### config.mk
export PLATFORM = sky130hd
export DESIGN_NAME = mont_mult_serial
export DESIGN_NICKNAME = d
export VERILOG_FILES = /design/src/rtl/rsa_pkg.sv /design/src/rtl/mm_round.sv /design/src/rtl/mont_mult_serial.sv
export SDC_FILE = /design/constraint.sdc
export NUM_CORES = 1
export LEC_CHECK = 0
export BUFFER_PORTS_ARGS = -buffer_cell sky130_fd_sc_hd__buf_2
export CAP_MARGIN = 5
export CORE_UTILIZATION = 57
export DETAILED_ROUTE_END_ITERATION = 10
export HOLD_SLACK_MARGIN = 0.15
export PLACE_DENSITY = 0.79
export REMOVE_ABC_BUFFERS = 1
export SLEW_MARGIN = 5
export SYNTH_ARGS = -nofsm -noshare
export SYNTH_HDL_FRONTEND = slang
export SYNTH_SLANG_ARGS = --single-unit
export TNS_END_PERCENT = 5
### constraint.sdc
create_clock -name clk -period 3.4 [get_ports clk]
set_input_delay 0 -clock clk [delete_from_list [all_inputs] [get_ports clk]]
set_output_delay 0 -clock clk [all_outputs]
set_load 0.1 [all_outputs]
### src/rtl/rsa_pkg.sv
// Shared types and constants for the RSA exponentiation datapath.
// Holds the Montgomery multiplier FSM encoding and default width.
package rsa_pkg;

    localparam int RSA_WIDTH = 4;

    typedef enum logic [1:0] {
        MM_IDLE,
        MM_ITER,
        MM_RED
    } mm_state_t;

endpackage

### src/rtl/mm_round.sv
// One radix-2 Montgomery round: conditional add of B and M, then halve.
// Purely combinational so an unrolled multiplier can chain several.
module mm_round #(
    parameter int WIDTH = 4
) (
    input  logic [WIDTH+1:0] acc,
    input  logic             a,
    input  logic [WIDTH-1:0] Breg,
    input  logic [WIDTH-1:0] Mreg,
    output logic [WIDTH+1:0] acc_nxt
);

    logic             q;
    logic [WIDTH+1:0] b_ext;
    logic [WIDTH+1:0] m_ext;
    logic [WIDTH+1:0] sum;

    always_comb begin
        q     = acc[0] ^ (a & Breg[0]);
        b_ext = a ? {2'b00, Breg} : '0;
        m_ext = q ? {2'b00, Mreg} : '0;
        // q makes the sum even, so the shift is an exact divide by 2
        sum     = acc + b_ext + m_ext;
        acc_nxt = sum >> 1;
    end

endmodule

### src/rtl/mont_mult_serial.sv
// Bit-serial Montgomery multiplier: res = A*B*2^-WIDTH mod M.
// One multiplier bit per clock, then a single conditional subtract.
module mont_mult_serial
    import rsa_pkg::*;
#(
    parameter int WIDTH = RSA_WIDTH
) (
    input  logic             clk,
    input  logic             rstb,
    input  logic             ena,
    input  logic             start,
    input  logic [WIDTH-1:0] A,
    input  logic [WIDTH-1:0] B,
    input  logic [WIDTH-1:0] M,
    output logic             busy,
    output logic             done,
    output logic [WIDTH-1:0] res
);

    localparam int CNT_W = $clog2(WIDTH + 1);
    localparam logic [CNT_W-1:0] CNT_LAST = CNT_W'(WIDTH - 1);

    mm_state_t        state_q;
    logic [CNT_W-1:0] cnt_q;
    logic [WIDTH+1:0] acc_q;
    logic [WIDTH+1:0] acc_d;
    logic [WIDTH-1:0] a_q;
    logic [WIDTH-1:0] b_q;
    logic [WIDTH-1:0] m_q;
    logic             busy_q;
    logic             done_q;
    logic [WIDTH-1:0] res_q;
    logic [WIDTH-1:0] res_d;

    mm_round #(
        .WIDTH(WIDTH)
    ) u_round (
        .acc    (acc_q),
        .a      (a_q[0]),
        .Breg   (b_q),
        .Mreg   (m_q),
        .acc_nxt(acc_d)
    );

    always_comb begin
        res_d = acc_q[WIDTH-1:0];
        if (acc_q >= {2'b00, m_q}) begin
            res_d = acc_q[WIDTH-1:0] - m_q;
        end
    end

    // a_q shifts right each round so bit 0 is always the current multiplier bit
    always_ff @(posedge clk) begin
        if (!rstb) begin
            state_q <= MM_IDLE;
            cnt_q   <= '0;
            acc_q   <= '0;
            a_q     <= '0;
            b_q     <= '0;
            m_q     <= '0;
            busy_q  <= 1'b0;
            done_q  <= 1'b0;
            res_q   <= '0;
        end else if (ena) begin
            unique case (state_q)
                MM_IDLE: begin
                    done_q <= 1'b0;
                    if (start) begin
                        a_q     <= A;
                        b_q     <= B;
                        m_q     <= M;
                        acc_q   <= '0;
                        cnt_q   <= '0;
                        busy_q  <= 1'b1;
                        state_q <= MM_ITER;
                    end
                end
                MM_ITER: begin
                    acc_q <= acc_d;
                    a_q   <= a_q >> 1;
                    cnt_q <= cnt_q + 1'b1;
                    if (cnt_q == CNT_LAST) begin
                        state_q <= MM_RED;
                    end
                end
                MM_RED: begin
                    res_q   <= res_d;
                    done_q  <= 1'b1;
                    busy_q  <= 1'b0;
                    state_q <= MM_IDLE;
                end
                default: begin
                    state_q <= MM_IDLE;
                    busy_q  <= 1'b0;
                    done_q  <= 1'b0;
                end
            endcase
        end
    end

    assign busy = busy_q;
    assign done = done_q;
    assign res  = res_q;

endmodule

==> impl_metrics.tcl, run 1 <==
set metrics [dict create \
    layout-drive-gt1-share 0.138 \
    seqCellArea_um2 561 \
    cts.sinks 28 \
    io_buffers 21 \
    antenna_found_initial 0 \
    fin_tns_setup_ns 0 \
    synthArstFlopShare 0 \
    grt_pass1_wl_um 7130 \
    postSynthCellCount 184 \
    core_um2 2760 \
    critPathBufInv 2 \
    gp_congestion 0.931 \
    maxSlewHeadroom 0.679 \
    ff2ff_path_depth 12 \
    drc 0 \
    rsz0062_at_grt "no" \
    crit_chain "nand2_1 > xnor2_1 > nand2b_1 > fa_1 > inv_1 > ha_1 > inv_1 > fa_1 > nor2b_1 > o21a_1 > o21ai_0 > a21boi_0" \
    critical-path-max-stage-delay_ns 0.47 \
    post-route-period-util 0.865 \
    cts_tree "built" \
    track_usage 0.296 \
    yosys.area.top_type_share 0.339 \
    critPathKind "reg2reg" \
    netlist.top_cell.by_area "dfxtp_1" \
    wl_per_cell_um 16.3 \
    cp_slowest_cell "dfxtp_1" \
    path_delay_family "adder cells" \
    critical_path_depth 12 \
    synthTopCellsByArea "dfxtp_1 (34%), ha_1 (7.6%), nand2_1 (6.1%), fa_1 (6.1%), a21boi_1 (5.0%)" \
    dpl.hpwl_um 2640 \
    netlist_area_um2 1650 \
    slew_viol_final 0 \
    pin_count 22 \
    fill_cells 169 \
    finalCriticalPeriod_ns 2.94 \
    multi_input_area_um2 992 \
    cts_resized 0 \
    grt_max_degree 31 \
    grt_overflow 0 \
    cp.arrival_ns 3.22 \
    cts.clk_slew.worst_paths_ns 0.15 \
    clockBufferDepth 2 \
    area_growth_pct 31.3 \
    grt_pass1_vias 1617 \
    end_kind "register" \
    clock_skew_ns 0.00926 \
    synthFlopType "dfxtp_1" \
    dp_slack_ns 0.761 \
    vias 1598 \
    setup_viol 0 \
    htreeDepth 1 \
    cts-root-buf "clkbuf_4" \
    holdBufCountCts 38 \
    postCtsSetupBuffers 0 \
    antenna_cells 0 \
    drv_cap 0 \
    synth.yosys.seq_area_share 0.339 \
    rows 19 \
    power_density_nw_per_um2 298 \
    crit_path_start_kind "register" \
    drt-pass1-iter-count 4 \
    die_w_um 55.9 \
    hold_viol 0 \
    clk_latency_ns 0.33 \
    antenna_left 0 \
    worst_slew_pin_slew_ns 0.484 \
    fin_hold_ws_ns 0.481 \
    avgSynthCellArea_um2 8.98 \
    critPathMaxFanout 6 \
    start_util 0.599 \
    synth-seq-cells 28 \
    die_h_um 55.9 \
    fin_ws_ns 0.460 \
    ys_types 46 \
    power.leakage_nw 0.956 \
    hold-path-cell-count 2 \
    fin_nets 272 \
    worstHoldPathType "reg2reg" \
    synth-edff-count 0 \
    die-area_um2 3120 \
    status "complete, no violations" \
    yosysWarnings 0 \
    viasPerCell 5.90 \
    peakVddDrop_uv 284 \
    cts_made_buffers 3 \
    clock.fmax_mhz 340 \
    dr.first_iter.drc_count 65 \
    finalWirelength_um 4420 \
    required_ns 3.68 \
]
[kinds of logic after synthesis]
group           synth area share
simple gates               0.197
flops                      0.339
compound gates             0.228
mux                       0.0182
fa+ha+maj                  0.136
buf+inv                   0.0606
xor+xnor                  0.0212
[cells in the mapped netlist (all sizes together), types with 3 or more instances]
cell type  instances
nor3b              3
o21ai              7
nand3              4
mux2i              3
a22oi              3
o21a               4
o22ai              3
nor2b              5
fa                 5
and2               5
buf                5
and3               3
inv               15
xnor2              3
a211o              3
ha                10
nand2             27
a21oi              8
a21boi            14
dfxtp             28
nor2               5
[cells in the final DEF, fill, tap and decap left out, types with 4 or more instances in the layout]
cell type | synthesis | layout
a21boi_1 | 11 | 11
dlygate4sd3_1 | 0 | 38
dfxtp_1 | 28 | 28
nor2b_1 | 5 | 5
o21ai_0 | 5 | 5
a21oi_1 | 8 | 8
buf_2 | 2 | 21
nand3_1 | 4 | 4
and2_1 | 5 | 5
nor2_1 | 4 | 4
inv_1 | 14 | 14
nand2_1 | 27 | 27
ha_1 | 10 | 10
fa_1 | 5 | 5
[tightest hold or removal path: stages (launching register included)]
cell and delay, ns:
dfxtp_1 0.34, nand2_1 0.05, a21boi_1 0.06
[final timing paths]
check | end | slack (ns) | from
setup / recovery | acc_q[4] | 0.46 | a_q[0]
hold / removal | res[0] | 0.48 | res[0]
setup reg to reg | acc_q[4] | 0.46 | a_q[0]
hold reg to reg | res[0] | 0.48 | res[0]
[power breakdown]
part,internal [mW],switching [mW],leakage (nW),total (mW)
clock,0.0656,0.0999,0.0210,0.166
combinational,0.0671,0.0645,0.708,0.132
sequential,0.340,0.0101,0.228,0.350
[metal layers]
metal  up-vias  track usage  routed length (µm)  share of wire
li1        746            -                   -              -
met1       771        0.313                1730           0.39
met2        64        0.570                2350           0.53
met3        17       0.0488                 206          0.047
met4         0        0.132                 132          0.030
met5         -            0                   0              0
[final cells by class]
cell class | count | share of cell area
timing repair buffer | 59 | 0.224
tap | 31 | 0.0179
multi-input combinational | 134 | 0.457
sequential | 28 | 0.258
inverter | 15 | 0.0260
clock buffer | 4 | 0.0167
[through the flow]
| step | power, mW | instance area, µm² | std cells | utilization |
|---|---|---|---|---|
| after global routing | 0.669 | 2170 | 271 | 0.787 |
| after detailed placement | 0.449 | 1750 | 229 | 0.636 |
| after CTS | 0.640 | 2170 | 271 | 0.787 |
| final | 0.647 | 2170 | 271 | 0.787 |
| after floorplan | 0.418 | 1610 | 177 | - |
| after global placement | 0.444 | 1750 | 229 | 0.636 |
[state kept, by name (all words and copies together), names as in the netlist]
register	flops
a_q	4
acc_q	5
b_q	4
busy	1
cnt_q	3
done	1
m_q	4
res	4
state_q	2
Power figures use the tool's default switching activity.
==> run 2: changes to the inputs <==
--- a/config.mk
+++ b/config.mk
@@ -7,6 +7,7 @@
 export LEC_CHECK = 0
 export BUFFER_PORTS_ARGS = -buffer_cell sky130_fd_sc_hd__buf_2
 export CAP_MARGIN = 5
+export CORE_MARGIN = 3
 export CORE_UTILIZATION = 57
 export DETAILED_ROUTE_END_ITERATION = 10
 export HOLD_SLACK_MARGIN = 0.15
==> run 2 against run 1 <==
Clock-buffer cell count fell by 1. Register-to-register slack better by 0.19 ns. Sequential power about the same. Largest power group unchanged.
==> impl_metrics.tcl, run 2 (synthesis gave the netlist of run 1 again) <==
set metrics [dict create \
    wl_per_cell_um 18.3 \
    antenna_cells 0 \
    cts_made_buffers 3 \
    cts_tree "built" \
    hold_viol 0 \
    drc 0 \
    dr.first_iter.drc_count 108 \
    clockBufferDepth 2 \
    postCtsSetupBuffers 0 \
    start_util 0.633 \
    fin_nets 272 \
    vias 1658 \
    worst_slew_pin_slew_ns 0.504 \
    area_growth_pct 32.2 \
    finalWirelength_um 4940 \
    clock_skew_ns 0.0155 \
    rows 18 \
    critPathMaxFanout 6 \
    setup_viol 0 \
    drt-pass1-iter-count 4 \
    dpl.hpwl_um 2650 \
    status "complete, no violations" \
    die-area_um2 3580 \
    fin_hold_ws_ns 0.460 \
    cp.arrival_ns 3.03 \
    grt_overflow 0 \
    die_h_um 59.9 \
    grt_pass1_wl_um 8460 \
    grt_max_degree 31 \
    post-route-period-util 0.808 \
    largest_reg_flops 5 \
    htreeDepth 1 \
    finalCriticalPeriod_ns 2.75 \
    fin_ws_ns 0.652 \
    power.leakage_nw 0.963 \
    path_delay_family "adder cells" \
    antenna_found_initial 0 \
    grt_pass1_vias 1773 \
    drv_cap 0 \
    top_register "acc_q" \
    cts.sinks 28 \
    power_density_nw_per_um2 328 \
    clk_latency_ns 0.36 \
    required_ns 3.68 \
    peakVddDrop_uv 408 \
    die_w_um 59.9 \
    fill_cells 129 \
    dp.cells 228 \
    crit_chain "nand2_1 > xnor2_1 > nand2b_1 > fa_1 > inv_1 > ha_1 > inv_1 > fa_1 > nor2b_1 > o21a_1 > o21ai_0 > a21boi_0" \
    final_cell_mix "dlygate4sd3_1 (38), dfxtp_1 (28), nand2_1 (27)" \
    gp_congestion 0.958 \
    pin_count 22 \
    cts.clk_slew.worst_paths_ns 0.17 \
    viasPerCell 6.14 \
    final_common_cell "dlygate4sd3_1" \
    dp_slack_ns 0.804 \
    antenna_left 0 \
    maxSlewHeadroom 0.664 \
    cp_slowest_cell "dfxtp_1" \
    track_usage 0.318 \
    cts_resized 0 \
    cts-root-buf "clkbuf_4" \
    core_um2 2610 \
    clock.fmax_mhz 364 \
    fin_tns_setup_ns 0 \
    instances_no_fill 270 \
    layout-drive-gt1-share 0.138 \
    crit_path_start_kind "register" \
    rsz0062_at_grt "no" \
    worstHoldPathType "reg2reg" \
    io_buffers 21 \
    slew_viol_final 0 \
    critPathBufInv 2 \
    critPathKind "reg2reg" \
    critical-path-max-stage-delay_ns 0.46 \
    end_kind "register" \
]
[run 2: changes by cell type in the layout (fill, tap and decap cells not counted), sizes merged]
cell    change
bufinv      +1
clkbuf      -1
[run 2: path summary, 6_finish.rpt]
check | start | endpoint | slack [ns] | depth (start not counted)
setup / recovery | a_q[0] | acc_q[4] | 0.65 | 12
hold / removal | res[0] | res[0] | 0.46 | 2
setup reg to reg | a_q[0] | acc_q[4] | 0.65 | 12
hold reg to reg | res[0] | res[0] | 0.46 | 2
[run 2: layer usage]
metal / global-route usage / wire length (µm)
met3: 0.0497 / 358
met2: 0.539 / 2430
met1: 0.395 / 2000
met5: 0 / 0
met4: 0.136 / 157
[run 2: tightest hold or removal path, delay by kind of cell (launching register included)]
kind	cells	cell delay, ns
AO/OA/AOI/OAI	1	0.05
AND/OR/NAND/NOR	1	0.05
flip-flops	1	0.34
[run 2: where the power goes]
group | leakage [nW] | switching [mW] | internal, mW
clock | 0.0279 | 0.109 | 0.120
sequential | 0.228 | 0.0108 | 0.340
combinational | 0.708 | 0.0692 | 0.0673
[run 2: cell type report]
type,count,area (µm²),area share
repair buffers,59,485,0.222
multi-input cells,134,992,0.454
clock inverters,1,30.0,0.0137
inverters,15,56.3,0.0258
flip-flops and latches,28,561,0.257
well taps,30,37.5,0.0172
clock buffers,3,22.5,0.0103
[run 2: metrics by stage]
step,utilization,total power [mW],instance area [µm²]
4_1_cts,0.836,0.699,2180
2_1_floorplan,-,0.418,1610
3_3_place_gp,0.670,0.445,1750
3_5_place_dp,0.670,0.449,1750
5_1_grt,0.836,0.734,2180
6_report,0.836,0.716,2180
[run 2: timing repair]
action                                  4_1_cts  5_1_grt
endpoints found under the setup margin        0        0
endpoints found under the hold margin        27        0
hold buffers                                 38        0
==> run 3: changes to the inputs <==
--- a/config.mk
+++ b/config.mk
@@ -5,13 +5,14 @@
 export SDC_FILE = /design/constraint.sdc
 export NUM_CORES = 1
 export LEC_CHECK = 0
+export ABC_AREA = 1
 export BUFFER_PORTS_ARGS = -buffer_cell sky130_fd_sc_hd__buf_2
 export CAP_MARGIN = 5
 export CORE_MARGIN = 3
-export CORE_UTILIZATION = 57
+export CORE_UTILIZATION = 51
 export DETAILED_ROUTE_END_ITERATION = 10
 export HOLD_SLACK_MARGIN = 0.15
-export PLACE_DENSITY = 0.79
+export PLACE_DENSITY = 0.75
 export REMOVE_ABC_BUFFERS = 1
 export SLEW_MARGIN = 5
 export SYNTH_ARGS = -nofsm -noshare
==> constraint.sdc (replaced) <==
create_clock -name clk -period 2.35 [get_ports clk]
set_input_delay 0 -clock clk [delete_from_list [all_inputs] [get_ports clk]]
set_output_delay 0 -clock clk [all_outputs]
set_load 0.1 [all_outputs]
==> run 3 against run 2 <==
Register-to-register slack got worse by 0.61 ns. Global-route usage down 8.5 points. First-iteration DRC count shrank 25%. Area after synthesis fell by 5.3%. Clock power increased by 9%. Non-clock buffer count down 9. Wire length is 16% lower. Maximum frequency up 19%. Sequential share of layout area increased by 1.7 points. Critical endpoint is now acc_q[1].
==> impl_metrics.tcl, run 3 <==
set metrics [dict create \
    synthFlopType "dfxtp_1" \
    drc 0 \
    pin_count 22 \
    critPathKind "reg2reg" \
    cts_made_buffers 3 \
    power_density_nw_per_um2 464 \
    fin_nets 296 \
    largest_reg_flops 5 \
    die_h_um 61.4 \
    cts_tree "built" \
    synthTopCellsByArea "dfxtp_1 (36%), nand2_1 (10%), a21oi_1 (8.0%), ha_1 (8.0%), inv_1 (7.0%)" \
    synth.yosys.seq_area_share 0.358 \
    clk_latency_ns 0.34 \
    dp_slack_ns 0.0918 \
    synth-edff-count 0 \
    track_usage 0.233 \
    cts.sinks 28 \
    grt_pass1_vias 1421 \
    start_util 0.553 \
    grt_util_met2 0.400 \
    synthArstFlopShare 0 \
    sw_frac_of_total 0.291 \
    die_w_um 61.4 \
    final_common_cell "nand2_1" \
    avgSynthCellArea_um2 7.35 \
    viasPerCell 5.39 \
    internal_power_mw 0.676 \
    antenna_cells 0 \
    yosysWarnings 0 \
    dpl.hpwl_um 2410 \
    required_ns 2.64 \
    clockBufferDepth 2 \
    layout-drive-gt1-share 0.197 \
    cts.clk_slew.worst_paths_ns 0.16 \
    cp_slowest_cell "fa_1" \
    grt_pass1_wl_um 6530 \
    netlist_area_um2 1570 \
    maxSlewHeadroom 0.646 \
    end_kind "register" \
    fin_util 0.727 \
    area_growth_pct 31.4 \
    antenna_found_initial 0 \
    postSynthCellCount 213 \
    synth-seq-cells 28 \
    power_frac_seq 0.533 \
    drv_cap 0 \
    setup_viol 0 \
    use_met1 0.306 \
    busiest_layer "met2" \
    fill_cells 198 \
    p_comb_frac 0.206 \
    grt_max_degree 16 \
    crit_path_start_kind "register" \
    fin_ws_ns 0.0422 \
    critPathMaxFanout 3 \
    clock.fmax_mhz 433 \
    rrSetupSlack_ns 0.04 \
    finalWirelength_um 4130 \
    cp.arrival_ns 2.60 \
    gp_congestion 0.817 \
    yosys-top-cells-count "nand2_1 (42), inv_1 (29), dfxtp_1 (28)" \
    post-route-period-util 0.982 \
    io_buffers 21 \
    antenna_left 0 \
    peakVddDrop_uv 397 \
    vias 1591 \
    top_register "acc_q" \
    finalCriticalPeriod_ns 2.31 \
    yosys.area.top_type_share 0.358 \
    die-area_um2 3770 \
    final_cell_mix "nand2_1 (42), inv_1 (28), dlygate4sd3_1 (27)" \
    worst_slew_pin_slew_ns 0.531 \
    netlist.top_cell.by_area "dfxtp_1" \
    critical-path-max-stage-delay_ns 0.48 \
    core_um2 2830 \
    drt-pass1-iter-count 4 \
    htreeDepth 1 \
    dr.first_iter.drc_count 81 \
    cts-root-buf "clkbuf_4" \
    slew_viol_final 0 \
    worstHoldPathType "in2reg" \
    crit_top_cell "inv_1" \
    yosysMostFrequentCell "nand2_1" \
    ys_types 22 \
    power.leakage_nw 0.967 \
    grtUsageMet3 0.0252 \
    switchingPower_mw 0.278 \
    clock_skew_ns 0.00884 \
    p_clk_frac 0.261 \
    grt_overflow 0 \
    wl_per_cell_um 14.0 \
    status "complete, no violations" \
    hold_viol 0 \
    rows 19 \
    crit_chain "nand2_1 > inv_1 > nor2_1 > inv_1 > nand3_2 > fa_1 > inv_1 > ha_2 > inv_2 > fa_2 > o22ai_2 > inv_1 > nor2_1" \
]
## run 3: cell types whose count changed after synthesis, sizes merged, moves of 4 or more
cell | before | now
a21boi | 14 | 0
a21oi | 8 | 27
and2 | 5 | 0
buf | 5 | 1
inv | 15 | 34
nand2 | 27 | 44
nand3 | 4 | 12
nor2 | 5 | 26
nor2b | 5 | 0
o21a | 4 | 0
o21ai | 7 | 18
## run 3: power by group through the flow
stage	Clock (mW)	Combinational [mW]	Sequential, mW
floorplan	0	0.0915	0.522
global placement	0	0.141	0.514
detailed placement	0	0.142	0.515
CTS	0.244	0.182	0.504
global route	0.263	0.217	0.510
finish	0.249	0.196	0.509
## run 3: path summary, 6_finish.rpt
| path | start | to | depth (start not counted) |
|---|---|---|---|
| hold / removal | A[3] | a_q[3] | 4 |
| hold reg to reg | cnt_q[0] | cnt_q[0] | 1 |
| setup / recovery | a_q[0] | acc_q[1] | 13 |
| setup reg to reg | a_q[0] | acc_q[1] | 13 |
## run 3: kinds of logic after synthesis
logic type / share of synthesized area
and+or+nand+nor: 0.225
AOI/OAI and AO/OA: 0.165
buffers and inverters: 0.0959
DFF: 0.358
adders and majority gates: 0.144
xor gates and xnor gates: 0.0112
## run 3: worst max-delay path, delay by kind of cell, from the launching register on
family	cells	cell delay, ns
DFF	1	0.38
buffers and inverters	5	0.33
adders and majority gates	3	1.10
and+or+nand+nor	4	0.28
AOI/OAI and AO/OA	1	0.18
## run 3: final cells by class
class / count / area [µm²] / share of cell area
clock buffers: 4 / 36.3 / 0.0176
inverters: 35 / 131 / 0.0639
multi-input cells: 147 / 897 / 0.436
flip-flops and latches: 28 / 563 / 0.274
well taps: 31 / 38.8 / 0.0189
repair buffers: 50 / 390 / 0.190
## run 3: metrics by stage
stage / cell area, µm² / std cells / setup TNS, ns / power, mW / hold slack, ns
final: 2060 / 295 / 0 / 0.954 / 0.447
after global routing: 2060 / 295 / -0.159 / 0.990 / 0.492
after CTS: 2000 / 294 / 0 / 0.930 / 0.457
after detailed placement: 1700 / 263 / 0 / 0.657 / 0.243
after global placement: 1700 / 263 / 0 / 0.655 / 0.232
after floorplan: 1550 / 210 / 0 / 0.613 / 0.117
## run 3: repair_timing
item / in CTS / in global routing
gates resized for setup: 0 / 11
hold buffers: 27 / 0
buffers inserted: 0 / 1
endpoints found under the hold margin: 23 / 0
endpoints found under the setup margin: 0 / 5
## run 3: per-layer routing
metal  part of all wire  up-vias  wire [µm]
met3              0.060       13        248
met4              0.021        0         87
met2               0.50       71       2070
met5                  0        -          0
li1                   -      784          -
met1               0.42      723       1730
